===== src/rtl/onehot_pulse_decoder_if.sv =====
// rtl/onehot_pulse_decoder_if.sv - request handshake for the one-hot pulse decoder
// Ports (signals):
//   in_valid  request valid            (master -> slave)
//   in_ready  request slot free        (slave  -> master)
//   in_index  line to pulse, n bits    (master -> slave)
//   in_hold   pulse length, hw bits    (master -> slave)
interface onehot_pulse_decoder_if #(
    parameter int n  = 2,
    parameter int hw = 4
);
    logic          in_valid;
    logic          in_ready;
    logic [n-1:0]  in_index;
    logic [hw-1:0] in_hold;

    modport master (output in_valid, in_index, in_hold, input in_ready);
    modport slave  (input in_valid, in_index, in_hold, output in_ready);
endinterface


===== src/rtl/onehot_pulse_decoder.sv =====
// rtl/onehot_pulse_decoder.sv - registered one-hot pulse generator with pending slot
// Ports:
//   clk    rising-edge clock
//   rst_n  asynchronous active-low reset
//   s_req  request handshake (slave): in_valid/in_ready/in_index/in_hold
//   out    registered one-hot pulse, all-zero when idle
//   done   one-cycle pulse on the edge a pulse ends
//   err    one-cycle pulse when a request names a line >= m
//   busy   state machine active or a request pending
module onehot_pulse_decoder #(
    parameter int m   = 4,
    parameter int n   = 2,
    parameter int hw  = 4,
    parameter int gap = 1
) (
    input  logic                         clk,
    input  logic                         rst_n,
    onehot_pulse_decoder_if.slave        s_req,
    output logic [m-1:0]                 out,
    output logic                         done,
    output logic                         err,
    output logic                         busy
);
    localparam int GW = (gap > 1) ? $clog2(gap + 1) : 1;

    typedef enum logic [1:0] {IDLE, DRIVE, GAP} state_t;

    state_t        r_state, w_nxt_state;
    logic [m-1:0]  r_out, w_nxt_out;
    logic          r_done, w_nxt_done;
    logic          r_err, w_nxt_err;
    logic          r_pend_valid, w_nxt_pend_valid;
    logic [n-1:0]  r_pend_index;
    logic [hw-1:0] r_pend_hold;
    logic [hw-1:0] r_hcnt, w_nxt_hcnt;
    logic [GW-1:0] r_gcnt, w_nxt_gcnt;

    logic          w_accept;
    logic          w_try_load;
    logic          w_pend_ok;
    logic [m-1:0]  w_onehot;
    logic [hw-1:0] w_len;

    assign s_req.in_ready = !r_pend_valid;
    assign w_accept       = s_req.in_valid && !r_pend_valid;

    assign w_pend_ok = ({{(32-n){1'b0}}, r_pend_index} < 32'(m));
    assign w_onehot  = {{(m-1){1'b0}}, 1'b1} << r_pend_index;
    // A hold of zero still produces a single-cycle pulse.
    assign w_len     = (r_pend_hold == '0) ? hw'(1) : r_pend_hold;

    assign out  = r_out;
    assign done = r_done;
    assign err  = r_err;
    assign busy = (r_state != IDLE) || r_pend_valid;

    always_comb begin
        w_nxt_state      = r_state;
        w_nxt_out        = r_out;
        w_nxt_done       = 1'b0;
        w_nxt_err        = 1'b0;
        w_nxt_pend_valid = r_pend_valid;
        w_nxt_hcnt       = r_hcnt;
        w_nxt_gcnt       = r_gcnt;
        w_try_load       = 1'b0;

        // Accept and load never coincide: accept needs an empty slot,
        // load needs a full one.
        if (w_accept) begin
            w_nxt_pend_valid = 1'b1;
        end

        case (r_state)
            IDLE: begin
                w_try_load = 1'b1;
            end
            DRIVE: begin
                w_nxt_hcnt = r_hcnt - hw'(1);
                if (r_hcnt == hw'(1)) begin
                    w_nxt_done  = 1'b1;
                    w_nxt_out   = '0;
                    if (gap > 0) begin
                        w_nxt_gcnt  = GW'(gap);
                        w_nxt_state = GAP;
                    end else begin
                        // No gap: a pending request takes over on this edge,
                        // switching one-hot to one-hot with no zero cycle.
                        w_nxt_state = IDLE;
                        w_try_load  = 1'b1;
                    end
                end
            end
            GAP: begin
                w_nxt_gcnt = r_gcnt - GW'(1);
                if (r_gcnt == GW'(1)) begin
                    // Load in the same edge so the gap is exactly gap cycles.
                    w_nxt_state = IDLE;
                    w_try_load  = 1'b1;
                end
            end
            default: begin
                w_nxt_state = IDLE;
                w_nxt_out   = '0;
            end
        endcase

        if (w_try_load && r_pend_valid) begin
            w_nxt_pend_valid = 1'b0;
            if (w_pend_ok) begin
                w_nxt_out   = w_onehot;
                w_nxt_hcnt  = w_len;
                w_nxt_state = DRIVE;
            end else begin
                w_nxt_err   = 1'b1;
                w_nxt_out   = '0;
                w_nxt_state = IDLE;
            end
        end
    end

    always_ff @(posedge clk or negedge rst_n) begin
        if (!rst_n) begin
            r_state      <= IDLE;
            r_out        <= '0;
            r_done       <= 1'b0;
            r_err        <= 1'b0;
            r_pend_valid <= 1'b0;
            r_pend_index <= '0;
            r_pend_hold  <= '0;
            r_hcnt       <= '0;
            r_gcnt       <= '0;
        end else begin
            r_state      <= w_nxt_state;
            r_out        <= w_nxt_out;
            r_done       <= w_nxt_done;
            r_err        <= w_nxt_err;
            r_pend_valid <= w_nxt_pend_valid;
            r_hcnt       <= w_nxt_hcnt;
            r_gcnt       <= w_nxt_gcnt;
            if (w_accept) begin
                r_pend_index <= s_req.in_index;
                r_pend_hold  <= s_req.in_hold;
            end
        end
    end
endmodule


===== src/flat_wrapper.sv =====
// flat-port wrapper written by rule: the top's interface ports become plain ports
module onehot_pulse_decoder_flat 
#(
    parameter int m   = 4,
    parameter int n   = 2,
    parameter int hw  = 4,
    parameter int gap = 1
)
  (clk, rst_n, out, done, err, busy, s_req_in_valid, s_req_in_index, s_req_in_hold, s_req_in_ready);
  onehot_pulse_decoder_if #(.n(n), .hw(hw)) s_req_i ();
  input  logic clk;
  input  logic rst_n;
  output logic [m-1:0] out;
  output logic done;
  output logic err;
  output logic busy;
  input wire logic [$bits(s_req_i.in_valid)-1:0] s_req_in_valid;
  input wire logic [$bits(s_req_i.in_index)-1:0] s_req_in_index;
  input wire logic [$bits(s_req_i.in_hold)-1:0] s_req_in_hold;
  output wire logic [$bits(s_req_i.in_ready)-1:0] s_req_in_ready;
  assign s_req_i.in_valid = s_req_in_valid;
  assign s_req_i.in_index = s_req_in_index;
  assign s_req_i.in_hold = s_req_in_hold;
  assign s_req_in_ready = s_req_i.in_ready;
  onehot_pulse_decoder #(.m(m), .n(n), .hw(hw), .gap(gap)) u_core (.clk(clk), .rst_n(rst_n), .s_req(s_req_i), .out(out), .done(done), .err(err), .busy(busy));
endmodule

===== config.mk =====
export PLATFORM = sky130hd
export DESIGN_NAME = onehot_pulse_decoder_flat
export DESIGN_NICKNAME = d
export VERILOG_FILES = /design/src/rtl/onehot_pulse_decoder_if.sv /design/src/rtl/onehot_pulse_decoder.sv /design/src/flat_wrapper.sv
export SDC_FILE = /design/constraint.sdc
export NUM_CORES = 1
export LEC_CHECK = 0
export CORE_MARGIN = 2
export CORE_UTILIZATION = 35
export CTS_BUF_LIST = sky130_fd_sc_hd__clkbuf_16
export CTS_CLUSTER_DIAMETER = 50
export DETAILED_ROUTE_END_ITERATION = 16
export PLACE_DENSITY = 0.63
export SYNTH_ARGS = -nofsm -noshare
export SYNTH_HDL_FRONTEND = slang
export SYNTH_SLANG_ARGS = --single-unit
export TNS_END_PERCENT = 50

===== constraint.sdc =====
create_clock -name clk -period 2.1 [get_ports clk]
set_clock_uncertainty 0.1 [all_clocks]
set_input_delay 0.21 -clock clk [delete_from_list [all_inputs] [get_ports clk]]
set_output_delay 0.21 -clock clk [all_outputs]
set_load 0.01 [all_outputs]

==> metrics, run 1 <==
outcome complete, no violations; initial drt markers 9; area of the multi-input gates ~420 sq um; reg2reg setup slack just over 500 ps; first-pass GRT wire length 3263 um; r2r startpoint u_core.r_hcnt[1]; Die Y-Extent 55.89 um; CTS Sinks 19; core area about 2500 sq um; crit-path max cell delay 480 ps; layout cell share with drive strength beyond 1 ~17%; Overflow after GRT 0; clk_lat worst skew 250 ps; unrepaired setup endpoints after global routing false; leakage roughly 0.52 nW; cts hold-fix bufs 0; Final Max Tran Viols 0; pin count of the biggest net entering global routing 20; Vias/cell 5.308; Critical Path Sink Type output pin; postcts setup bufs 0; syn_area_per_cell approximately 11 sq um; period utilisation layout 85.09%; Port Buffer Count 15; Num CTS Buffers 3; slowest cell on the critical path clkdlybuf4s50_1; Std-Cell Rows 18; syn nets 96; Buf/Inv on CP 1; Worst VDD drop roughly 0.75 mV; WP depth 2; CTS tree done; hold crit path type input port to async pin; GRT Total Usage 13.13%; Area Growth Syn to Fin 28.02%; initial antenna violation count 0; Vias approximately 710; yosys warns 0; # setup viols final 0; final hold violation count 0; Max-Cap Viols 0; PostCTS Resize Cnt 0; total power between 1.5 and 2 mW; post-DP HPWL 1352 um; post-synthesis sequential area ratio 50.46%; final design area excluding fillers roughly 1200 sq um; Mapped Area between 900 and 1000 sq um; CP arrival 1480 ps; die area between 3000 and 4000 sq um; R2R Path End u_core.out[2]; register area ~480 sq um; fill cell count 238; commonest non-fill, non-tap cells in the layout dfrtp_1 (19), clkdlybuf4s50_1 (15), nor2_1 (9), a221o_1 (8); wire per inst 13.61 um; Antenna Nets Post-Route 0; total negative slack 0 ps; WL final about 1800 um; Final Util 47.82%; Placed Area 1127 sq um; Critical Path RT 1790 ps; Post-Synthesis Cells 85; dpl cells 129; fin cells approximately 130; Diodes inserted 0; Top Family by Delay on Critical Path buffers and inverters; Crit Path Class register to output pin; min cycle time layout ~1800 ps; Starting Density a little under two fifths; synthesized flop and latch total 19; CP startpoint kind register; Pwr Density 1567 nW/um^2; max_slew headroom 66.06%; drt pass-1 iters 2; Die X between 50 and 60 um; Max Fclk about 0.56 GHz; number of global-route vias before repair about 740; drc violations 0; R2R cell count 5; crit path cell chain or3_1 -> clkdlybuf4s50_1; clk buf depth 2; clock-pin slew on the worst setup and hold paths around 50 ps; fin nets about 120; Distinct cells, synth 28; Clock Root Buffer clkbuf_16; io pins 17; Worst-Margin Slew 508.0 ps; GP Congestion 0.8164; critical path peak fanout 2; H-tree Lvls 1; commonest non-fill, non-tap cell in the layout dfrtp_1
==> final cells by class <==
cell class | instances | share of cell area, %
inverters | 5 | 1.556
clock buffers | 3 | 6.224
well taps | 30 | 3.112
multi-input cells | 57 | 35.06
clock inverters | 1 | 0.3112
repair buffers | 18 | 14.32
flip-flops and latches | 19 | 39.42
==> cell usage after synthesis <==
master    count  area (sq um)
a21oi_1       5         25.02
nand2_1       1         3.750
nor3b_2       1         12.51
inv_1         5         18.77
o31ai_1       1         7.510
nand2b_4      2         27.53
o21ai_0       2         10.01
nor2_1        9         33.78
or2_2         1         6.260
nand3_1       1         5.000
nor2b_2       1         8.760
or4_1         1         7.510
buf_4         2         15.01
dfrtp_1      19         475.5
xnor2_1       1         8.760
nor3_1        2         10.01
o211ai_1      1         7.510
nor2b_1       1         6.260
ha_1          2         25.02
buf_2         2         10.01
nor3b_1       2         15.01
a221o_1       8         80.08
conb_1        1         3.750
mux2_2        6         67.56
nand2b_1      5         31.28
o22ai_1       1         6.260
o21a_1        1         7.510
or3_1         1         6.260
==> state kept, by name, indices dropped and copies added, names as in the netlist <==
register	count
u_core.r_gcnt	1
u_core.done	1
u_core.r_hcnt	4
u_core.out	4
u_core.r_pend_index	2
u_core.r_pend_hold	4
u_core.r_pend_valid	1
u_core.r_state	2
==> routing by layer <==
metal | vias up | part of all wire (%) | GRT usage, %
met5 | - | 0 | 0
met4 | 0 | 1.5 | 7.483
met1 | 354 | 46 | 16.32
met3 | 2 | 2.0 | 2.093
li1 | 342 | - | -
met2 | 8 | 50 | 21.60
==> where the power goes <==
group	switching (mW)	internal [mW]
Combinational	0.366	0.445
Sequential	0.157	0.539
Clock	0.130	0.253
==> per-stage QoR <==
step | hold WS (ps) | worst slack, ps
floorplan | -185.6 | 690.0
global placement | 396.1 | 404.9
detailed placement | 407.3 | 344.4
CTS | 206.5 | 293.7
global route | 233.8 | 269.9
finish | 195.6 | 313.1
==> worst max path at each step <==
stage                        start                     end
2_1_floorplan     u_core.r_hcnt[1]           u_core.out[0]
3_3_place_gp        s_req_in_valid   u_core.r_pend_hold[3]
3_5_place_dp        s_req_in_valid  u_core.r_pend_index[1]
4_1_cts        u_core.r_pend_valid                    busy
5_1_grt          u_core.r_state[1]                    busy
6_report       u_core.r_pend_valid                    busy
==> kinds of logic after synthesis <==
family	synth area share (%)
XOR/XNOR	0.9298
flip-flops	50.47
other	0.3980
AND/OR/NAND/NOR	18.46
multiplexers	7.171
buffers and inverters	4.648
adder cells (fa/ha/maj)	2.656
AO/OA/AOI/OAI	15.27
Note: power is estimated with default switching activity, not from simulation.
==> run 2: changes to the inputs <==
Settings changed: CELL_PAD_IN_SITES_DETAIL_PLACEMENT set to 0, CELL_PAD_IN_SITES_GLOBAL_PLACEMENT set to 2, CORE_MARGIN 2 to unset, PLACE_DENSITY 0.63 to 0.88, SLEW_MARGIN set to 20.
==> run 2 against run 1 <==
  * Clock power increased by 1%
  * Global-route usage is 2.2 points higher
  * Non-clock buffer count shrank 1
  * Worst hold slack got worse by 5.2 ps
  * Design area down 0.52%
  * Critical path type unchanged
  * Largest cell class unchanged
==> metrics, run 2 (synthesis results as in run 1) <==
commonest non-fill, non-tap cell in the layout dfrtp_1; drt pass-1 iters 4 (+2); fin nets 114 (-0.87%); period utilisation layout 91.87% (+6.8 points); CP arrival 1620 ps (+140 ps); slowest cell on the critical path dfrtp_1; Worst Setup Slack, final 170.8 ps (-142.4 ps); pin count of the biggest net entering global routing 20 (unchanged); Top Family by Delay on Critical Path flip-flops; Die X 53.89 um (-3.6%); layout cell share with drive strength beyond 1 16.67% (+0.16 points); unrepaired setup endpoints after global routing false; Clock Root Buffer clkbuf_16; commonest non-fill, non-tap cells in the layout dfrtp_1 (19), clkdlybuf4s50_1 (15), nor2_1 (9), a221o_1 (8), mux2_2 (6); first-pass GRT wire length 3022 um (-7.4%); Worst VDD drop 0.9934 mV (+32%); Port Buffer Count 15 (unchanged); CTS Sinks 19 (unchanged); Vias 684 (-3.1%); Max Fclk 0.5183 GHz (-7.4%); drc violations 0 (unchanged); Num CTS Buffers 3 (unchanged); reg2reg setup slack 520 ps (about the same); register area 475.5 sq um (unchanged); post-DP HPWL 1254 um (-7.3%); Crit Path Class register to output pin; CP startpoint kind register; Vias/cell 5.182 (-2.4%); clk buf depth 2 (unchanged); WL final 1709 um (-5.6%); Overflow after GRT 0 (unchanged); # setup viols final 0 (unchanged); dpl cells 128 (-0.78%); Max-Cap Viols 0 (unchanged); Area Growth Syn to Fin 27.36%; CTS tree done; clock-pin slew on the worst setup and hold paths 50 ps (about the same); max_slew headroom 66.78% (+0.72 points); Diodes inserted 0 (unchanged); number of global-route vias before repair 668 (-10%); R2R Path End u_core.out[0]; GRT Total Usage 15.36% (+2.2 points); Pwr Density 1556 nW/um^2 (-0.75%); crit-path max cell delay 480 ps (about the same); hold crit path type input port to async pin; Worst-Margin Slew 497.3 ps (-10.74 ps); GP Congestion 0.6915 (-15%); Buf/Inv on CP 1 (unchanged); initial antenna violation count 0 (unchanged); r2r startpoint u_core.r_hcnt[1]; Std-Cell Rows 18 (unchanged); critical path peak fanout 9 (+7); initial drt markers 14 (+5); Die Y-Extent 53.89 um (-3.6%); outcome complete, no violations; wire per inst 12.95 um (-4.9%); clk_lat worst skew 250 ps (about the same); final hold violation count 0 (unchanged); min cycle time layout 1929 ps (+142.4 ps); H-tree Lvls 1 (unchanged); Final Max Tran Viols 0 (unchanged); fill cell count 232 (-2.5%); Critical Path RT 1790 ps (about the same); io pins 17 (unchanged); crit path cell chain or3_1 -> clkdlybuf4s50_1; fin cells 132 (-0.75%); leakage 0.5097 nW (-1.2%); R2R cell count 5 (unchanged); die area 2904 sq um (-7.0%); total negative slack 0 ps (unchanged); PostCTS Resize Cnt 0 (unchanged); postcts setup bufs 0 (unchanged); core area 2500 sq um (-0.89%); area of the multi-input gates 422.9 sq um (unchanged); Antenna Nets Post-Route 0 (unchanged); pre-CTS setup slack 328.5 ps (-15.90 ps); Starting Density 37.69% (+0.34 points); Critical Path Sink Type output pin; cts hold-fix bufs 0 (unchanged)
run 2: cell types whose count changed in the layout (fill, tap and decap cells not counted):
cell	change
buf_4	-1
clkinv_2	+1
inv_1	-1
run 2: per-stage QoR:
stage / hold slack, ps / utilization [%] / area (sq um) / power (mW)
floorplan: -185.6 / - / 942.2 / 1.257
global placement: 386.4 / 44.79 / 1120 / 1.477
detailed placement: 393.6 / 44.79 / 1120 / 1.494
CTS: 197.2 / 48.00 / 1200 / 1.890
global route: 232.5 / 48.00 / 1200 / 2.030
finish: 190.4 / 48.00 / 1200 / 1.867
run 2: worst max path at each step:
stage,slack (ps),startpoint,cells after the start,end
CTS,150,u_core.r_pend_valid,2,busy
global placement,350,s_req_in_valid,3,u_core.r_pend_hold[2]
floorplan,690,u_core.r_hcnt[1],5,u_core.out[0]
detailed placement,330,s_req_in_valid,3,u_core.r_pend_index[0]
global route,110,u_core.r_pend_valid,2,busy
finish,170,u_core.r_pend_valid,2,busy
run 2: per-layer routing:
layer  global-route usage (%)  routed length [um]  up-vias
li1                         -                   -      333
met1                    17.89                 802      332
met2                    23.66                 796       17
met3                    5.932                  82        2
met4                    9.211                  27        0
met5                        0                   0        -
run 2: area by class of cell:
| cell class | count | area share (%) |
|---|---|---|
| sequential | 19 | 39.62 |
| timing repair buffer | 17 | 13.76 |
| clock buffer | 3 | 6.257 |
| multi-input combinational | 57 | 35.25 |
| tap | 30 | 3.128 |
| clock inverter | 1 | 0.4171 |
| inverter | 5 | 1.564 |
run 2: where the power goes:
| part | total (mW) | internal [mW] | switching [mW] |
|---|---|---|---|
| registers | 0.713 | 0.539 | 0.174 |
| logic | 0.766 | 0.434 | 0.332 |
| clock network | 0.388 | 0.255 | 0.133 |
| total | 1.87 | 1.23 | 0.639 |
==> run 3: changes to the inputs <==
Settings changed: CORE_MARGIN set to 2, CTS_CLUSTER_DIAMETER 50 to 80.
==> run 3 against run 2 <==
  * Worst setup slack better by 150 ps
  * Worst hold slack better by 4.8 ps
  * Register-to-register slack better by 20 ps
  * Largest power group unchanged
  * Utilization down 0.18 points
  * Via count up 2.2%
  * Design area up 0.52%
  * Non-clock buffer count rose by 1
  * Fmax up 8.7%
  * Global-route usage down 2.0 points
  * Die area increased by 7.6%
==> metrics, run 3 (synthesis results as in run 1) <==
number of global-route vias before repair 688 (+3.0%); Die X 55.89 um (+3.7%); pre-CTS setup slack 365.6 ps (+37.08 ps); Psw 0.6681 mW (+4.5%); post-DP HPWL 1346 um (+7.4%); Flop pwr share 36.3% (-1.9 points); Placed Area 1127 sq um (+0.67%); first-pass GRT wire length 3256 um (+7.7%); clk buf depth 2 (unchanged); final hold violation count 0 (unchanged); Critical Path RT 1790 ps (about the same); final hold slack 195.2 ps (+4.753 ps); Port Buffer Count 15 (unchanged); core area 2522 sq um (+0.90%); Crit Path Class register to output pin; wire per inst 14.19 um (+9.6%); dpl cells 129 (+0.78%); drc violations 0 (unchanged); sw frac 35.06% (+0.81 points); Vias/cell 5.256 (+1.4%); critical path peak fanout 2 (-7); die area 3123 sq um (+7.6%); GP Congestion 0.7385 (+6.8%); Antenna Nets Post-Route 0 (unchanged); Starting Density 37.35% (-0.34 points); CP startpoint kind register; postcts setup bufs 0 (unchanged); WL final 1887 um (+10%); Diodes inserted 0 (unchanged); initial drt markers 6 (-8); Final Util 47.82% (-0.18 points); CTS tree done; Gate power share 43.3% (+2.3 points); period utilisation layout 84.55% (-7.3 points); Worst VDD drop 0.7104 mV (-28%); pin count of the biggest net entering global routing 20 (unchanged); Critical Path Sink Type output pin; Area Growth Syn to Fin 28.02%; reg2reg setup slack 540 ps (+20 ps); clk_lat worst skew 250 ps (about the same); PostCTS Resize Cnt 0 (unchanged); Worst Setup Slack, final 324.5 ps (+153.7 ps); Vias 699 (+2.2%); Max Fclk 0.5632 GHz (+8.7%); cts hold-fix bufs 0 (unchanged); final design area excluding fillers 1206 sq um (+0.52%); internal power component 1.238 mW (+0.84%); CTS Sinks 19 (unchanged); GRT Total Usage 13.39% (-2.0 points); Max-Cap Viols 0 (unchanged); clock-pin slew on the worst setup and hold paths 50 ps (about the same); Die Y-Extent 55.89 um (+3.7%); clock network fraction of total power 20.4% (-0.4 points); outcome complete, no violations; drt pass-1 iters 4 (unchanged); fin nets 115 (+0.88%); initial antenna violation count 0 (unchanged); Final Max Tran Viols 0 (unchanged); min cycle time layout 1776 ps (-153.7 ps); Pwr Density 1580 nW/um^2 (+1.6%); layout cell share with drive strength beyond 1 16.50% (-0.16 points); CP arrival 1470 ps (-150 ps); Overflow after GRT 0 (unchanged); total negative slack 0 ps (unchanged); commonest non-fill, non-tap cell in the layout dfrtp_1; unrepaired setup endpoints after global routing false; # setup viols final 0 (unchanged); total power 1.906 mW (+2.1%); Clock Root Buffer clkbuf_16; Std-Cell Rows 18 (unchanged); commonest non-fill, non-tap cells in the layout dfrtp_1 (19), clkdlybuf4s50_1 (15), nor2_1 (9), a221o_1 (8); Num CTS Buffers 3 (unchanged); H-tree Lvls 1 (unchanged); fin cells 133 (+0.76%); hold crit path type input port to async pin; leakage 0.5158 nW (+1.2%); fill cell count 231 (-0.43%); io pins 17 (unchanged)
-- run 3: power groups by stage --
stage / clock [mW] / sequential [mW] / combinational, mW
after detailed placement: 0 / 0.697 / 0.827
after global placement: 0 / 0.692 / 0.807
after CTS: 0.396 / 0.692 / 0.835
after floorplan: 0 / 0.679 / 0.578
final: 0.388 / 0.692 / 0.825
after global routing: 0.407 / 0.716 / 0.929
-- run 3: final timing paths --
kind / from / to / cells past startpoint
hold reg to reg: u_core.r_pend_hold[0] / u_core.r_pend_hold[0] / 1
hold / removal: rst_n / u_core.r_state[0] / 2
setup reg to reg: u_core.r_pend_valid / u_core.r_pend_hold[1] / 3
setup / recovery: u_core.r_pend_valid / busy / 2
max in group asynchronous: rst_n / u_core.r_hcnt[2] / 2
min in group clk: u_core.r_pend_hold[0] / u_core.r_pend_hold[0] / 1
-- run 3: final cells by class --
class | count | area, sq um | share of cell area (%)
Clock buffer | 3 | 75.07 | 6.224
Timing Repair Buffer | 18 | 172.7 | 14.32
Sequential cell | 19 | 475.5 | 39.42
Tap cell | 30 | 37.54 | 3.112
Multi-Input combinational cell | 57 | 422.9 | 35.06
Clock inverter | 1 | 3.754 | 0.3112
Inverter | 5 | 18.77 | 1.556
-- run 3: metal layers --
layer  vias to the layer above  global-route usage (%)  part of all wire, %  routed length (um)
met3                         4                   2.558                  3.3                  62
met5                         -                       0                    0                   0
met1                       341                   18.56                   48                 905
met2                        15                   19.22                   46                 875
li1                        339                       -                    -                   -
met4                         0                   8.163                  2.2                  42
-- run 3: critical path: stages, from the launching register on --
cell             delay, ps
dfrtp_1                370
or3_1                  360
clkdlybuf4s50_1        480
